File: config.mk
export PLATFORM = sky130hd
export DESIGN_NAME = bit_serial_adder_ctrl
export DESIGN_NICKNAME = d
export VERILOG_FILES = /design/src/rtl/bit_serial_adder_ctrl.sv
export SDC_FILE = /design/constraint.sdc
export NUM_CORES = 1
export LEC_CHECK = 0
export BUFFER_PORTS_ARGS = -buffer_cell sky130_fd_sc_hd__clkbuf_2
export CORE_MARGIN = 8
export CORE_UTILIZATION = 53
export CTS_CLUSTER_DIAMETER = 80
export DETAILED_ROUTE_END_ITERATION = 10
export PLACE_DENSITY = 0.8
export SKIP_LAST_GASP = 1
export SYNTH_ARGS = -nofsm -noshare
export SYNTH_HDL_FRONTEND = slang
export SYNTH_SLANG_ARGS = --single-unit
export TNS_END_PERCENT = 50
File: constraint.sdc
create_clock -name clk -period 2 [get_ports clk]
set_input_delay 0.4 -clock clk [delete_from_list [all_inputs] [get_ports clk]]
set_output_delay 0.4 -clock clk [all_outputs]
set_load 0.005 [all_outputs]
File: src/rtl/bit_serial_adder_ctrl.sv
// Drives one external combinational full adder LSB-first, one bit per clock, and
// registers the WIDTH-bit sum, carry-out and signed overflow behind a start/busy/done handshake.
module bit_serial_adder_ctrl #(
  parameter int WIDTH = 8
) (
  input  logic             clk,
  input  logic             rst_n,
  input  logic             start,
  input  logic [WIDTH-1:0] a,
  input  logic [WIDTH-1:0] b,
  input  logic             cin,
  output logic             busy,
  output logic             done,
  output logic [WIDTH-1:0] sum,
  output logic             cout,
  output logic             ovf,
  output logic             fa_a,
  output logic             fa_b,
  output logic             fa_cin,
  input  logic             fa_sum,
  input  logic             fa_cout
);

  localparam int CW = $clog2(WIDTH + 1);

  localparam logic [1:0] S_IDLE = 2'd0;
  localparam logic [1:0] S_RUN  = 2'd1;
  localparam logic [1:0] S_DONE = 2'd2;

  logic [1:0]       state;
  logic [WIDTH-1:0] a_sh;
  logic [WIDTH-1:0] b_sh;
  logic [WIDTH-1:0] s_sh;
  logic [WIDTH-1:0] s_nxt;
  logic             carry;
  logic [CW-1:0]    cnt;
  logic             last;

  assign last  = (cnt == CW'(WIDTH - 1));
  // Shift form rather than a concatenation so WIDTH=1 needs no special case.
  assign s_nxt = (s_sh >> 1) | (WIDTH'(fa_sum) << (WIDTH - 1));

  always_ff @(posedge clk or negedge rst_n) begin
    if (!rst_n) begin
      state <= S_IDLE;
      a_sh  <= '0;
      b_sh  <= '0;
      s_sh  <= '0;
      carry <= 1'b0;
      cnt   <= '0;
      sum   <= '0;
      cout  <= 1'b0;
      ovf   <= 1'b0;
    end else begin
      case (state)
        S_IDLE: begin
          if (start) begin
            a_sh  <= a;
            b_sh  <= b;
            carry <= cin;
            cnt   <= '0;
            state <= S_RUN;
          end
        end
        S_RUN: begin
          a_sh  <= a_sh >> 1;
          b_sh  <= b_sh >> 1;
          s_sh  <= s_nxt;
          carry <= fa_cout;
          cnt   <= cnt + CW'(1);
          if (last) begin
            // carry still holds the carry into the MSB on this edge
            sum   <= s_nxt;
            cout  <= fa_cout;
            ovf   <= fa_cout ^ carry;
            state <= S_DONE;
          end
        end
        S_DONE:  state <= S_IDLE;
        default: state <= S_IDLE;
      endcase
    end
  end

  assign busy   = (state != S_IDLE);
  assign done   = (state == S_DONE);
  assign fa_a   = (state == S_RUN) & a_sh[0];
  assign fa_b   = (state == S_RUN) & b_sh[0];
  assign fa_cin = (state == S_RUN) & carry;

endmodule

==> out/results.tsv <==
metric	value	unit
die area	5400	sq um
Rows	21	
CTS Root Cell	clkbuf_4	
postcts setup bufs	0	
gr ovfl total	0	
non-filler cells, final	248	
Max Fclk	0.558	GHz
RSZ-0062 raised after global routing	false	
vias per cell	5.34	
commonest cells in the netlist	dfrtp_1 (40), nand2_1 (32), o21ai_0 (16)	
ant diodes	0	
worst-skew pair later-pin latency	340	ps
gp weighted congestion	0.749	
clk buf depth	2	
initial antenna violation count	0	
PortBufs	36	
via count	1324	
CTS tree	done	
Core Util, Final	62.2	%
GRT Total Usage	14.5	%
Worst Max-Slew Pin Slew	607	ps
synthesis warning total	0	
clock share of power	12.6	%
drt drc	0	
Worst EP arrival	1390	ps
Initial Utilization	53.8	%
wire length of the first global-routing pass	6160	um
CTS H-tree depth	2	
WL/cell	14.2	um
Slew Viols, Final	0	
status	completed	
Post-synth EDFFs	0	
Clock Sinks	40	
most frequent cell after synthesis	dfrtp_1	
Synth cell types	25	
Core Region	3260	sq um
Power Density	1450	nW/um^2
die span in y	73.5	um
total CTS buffers	5	
Final Cycle Share	89.6	%
register area share after synthesis	57.1	%
relative slew slack	59.5	%
DRT Wirelength	3530	um
sequential share of power	47.6	%
r2r setup slk	350	ps
Sw Ratio	37.0	%
Net Sw Power	1.09	mW
Hold WS	47.0	ps
Fin Setup TNS	0	ps
Worst EP required	1600	ps
drt pass-1 iters	4	
Post-DRT Antenna Nets	0	
# nets final	225	
area delta synth->final	15.6	%
worst r2r path cells	4	
crit-path max FO	15	
Initial DRC Count	61	
Post-CTS Resized	0	
cts hold-fix bufs	0	
synthesized area	1750	sq um
Setup Skew	12.3	ps
gate count of the mapped netlist	163	
layout cells sized above 1	29.7	%
Max-Cap Viols	0	
register bit total from synthesis	40	
Comb power frac	39.7	%
largest cells by area after synthesis	dfrtp_1 (57%), nand2_1 (6.9%), a22oi_1 (6.4%)	
io pins	37	
cell internal pwr	1.85	mW
DIE WIDTH	73.5	um
hold crit path type	in -> async	
syn_area_per_cell	10.8	sq um
pin count of the biggest net entering global routing	27	
final setup fails	0	
final hold vios	0	
CP Class	reg -> out	
DPL Wire Length	2570	um
Placed Cells incl. Taps	241	
crit end category	output port	
Async SR Flop Fraction	100	%
P_leak	0.970	nW
Final Critical Period	1790	ps
CTS clock-pin slew for the worst setup and hold paths	110	ps
peak supply drop	701	uV
syn_nets	186	
top cell type's share of synthesized area	57.1	%
crit path launch type	flop	
vias in the first global route	1345	
ys flop type	dfrtp_1	
leading area contributor after synthesis	dfrtp_1	
total power draw	2.93	mW
## layer usage
| metal | routed length, um | vias to the layer above | global-route usage (%) | part of all wire (%) |
|---|---|---|---|---|
| met4 | 38 | 0 | 3.99 | 1.1 |
| li1 | - | 644 | - | - |
| met1 | 1510 | 638 | 16.6 | 43 |
| met2 | 1730 | 37 | 24.6 | 49 |
| met5 | 0 | - | 0 | 0 |
| met3 | 245 | 5 | 5.18 | 6.9 |
## worst paths after layout
check                                     startpoint             endpoint
worst min-delay path                           rst_n    carry$_DFFE_PN0P_
max in group asynchronous                      rst_n  b_sh[5]$_DFFE_PN0P_
worst min register to register   s_sh[1]$_DFFE_PN0N_  s_sh[1]$_DFFE_PN0N_
worst max register to register    cnt[0]$_DFFE_PN0P_   sum[3]$_DFFE_PN0P_
worst max-delay path            state[0]$_DFFE_PN0P_                 busy
min in group clk                              fa_sum  s_sh[7]$_DFFE_PN0N_
## sequential cells by signal (all words and copies together) (netlist names)
signal,cells
cout,1
sum,8
carry,1
b_sh,8
a_sh,8
s_sh,7
cnt,4
ovf,1
state,2
## layout make-up
type / count / area, sq um
Timing Repair Buffer: 43 / 233
Tap cell: 46 / 57.6
Inverter: 1 / 3.75
Fill cell: 297 / 1230
Clock inverter: 1 / 5.00
Sequential cell: 40 / 1000
Clock buffer: 6 / 41.3
Multi-Input combinational cell: 111 / 686
## critical path, stage by stage, from the launching register on
cell and delay (ps):
dfrtp_1 470, buf_4 230, nor2_1 190, inv_1 60, clkbuf_2 110
## cells by family (layout without fill, tap and decap cells)
kind of cell               count (synthesis)  in the layout  synth area share, %
xor gates and xnor gates                   1              1                0.500
buffers and inverters                     12             51                 3.78
DFF                                       40             40                 57.1
muxes                                     11             11                 7.00
AOI/OAI and AO/OA                         45             45                 16.3
and+or+nand+nor                           53             53                 14.6
adders and majority gates                  1              1                0.714
## cell usage in the layout, fill, tap and decap left out
cell	n
nor2b_1	10
nand3_1	2
mux2_2	10
clkbuf_4	5
clkbuf_1	1
a22oi_1	15
mux2i_1	1
xor2_1	1
inv_1	1
nand2_1	32
buf_4	7
and2_1	3
a21oi_1	8
ha_1	1
nor3_4	1
nor2_1	2
nand2b_1	2
o21bai_1	1
a32o_1	2
clkbuf_2	36
clkinv_2	1
and2b_1	1
dfrtp_1	40
o311ai_0	1
o21ai_0	16
a22o_1	2
## power by group through the flow
stage	registers [mW]	logic [mW]	clock network, mW
after floorplan	1.36	0.834	0
after global placement	1.39	1.14	0
after detailed placement	1.42	1.18	0
after CTS	1.40	1.19	0.384
after global routing	1.45	1.34	0.409
final	1.40	1.17	0.371
## stage by stage
stage / area [sq um] / worst slack [ps]
2_1_floorplan: 1750 / 573
3_3_place_gp: 1980 / 405
3_5_place_dp: 1980 / 343
4_1_cts: 2030 / 178
5_1_grt: 2030 / 73.5
6_report: 2030 / 207
Note: power is estimated with default switching activity, not from simulation.
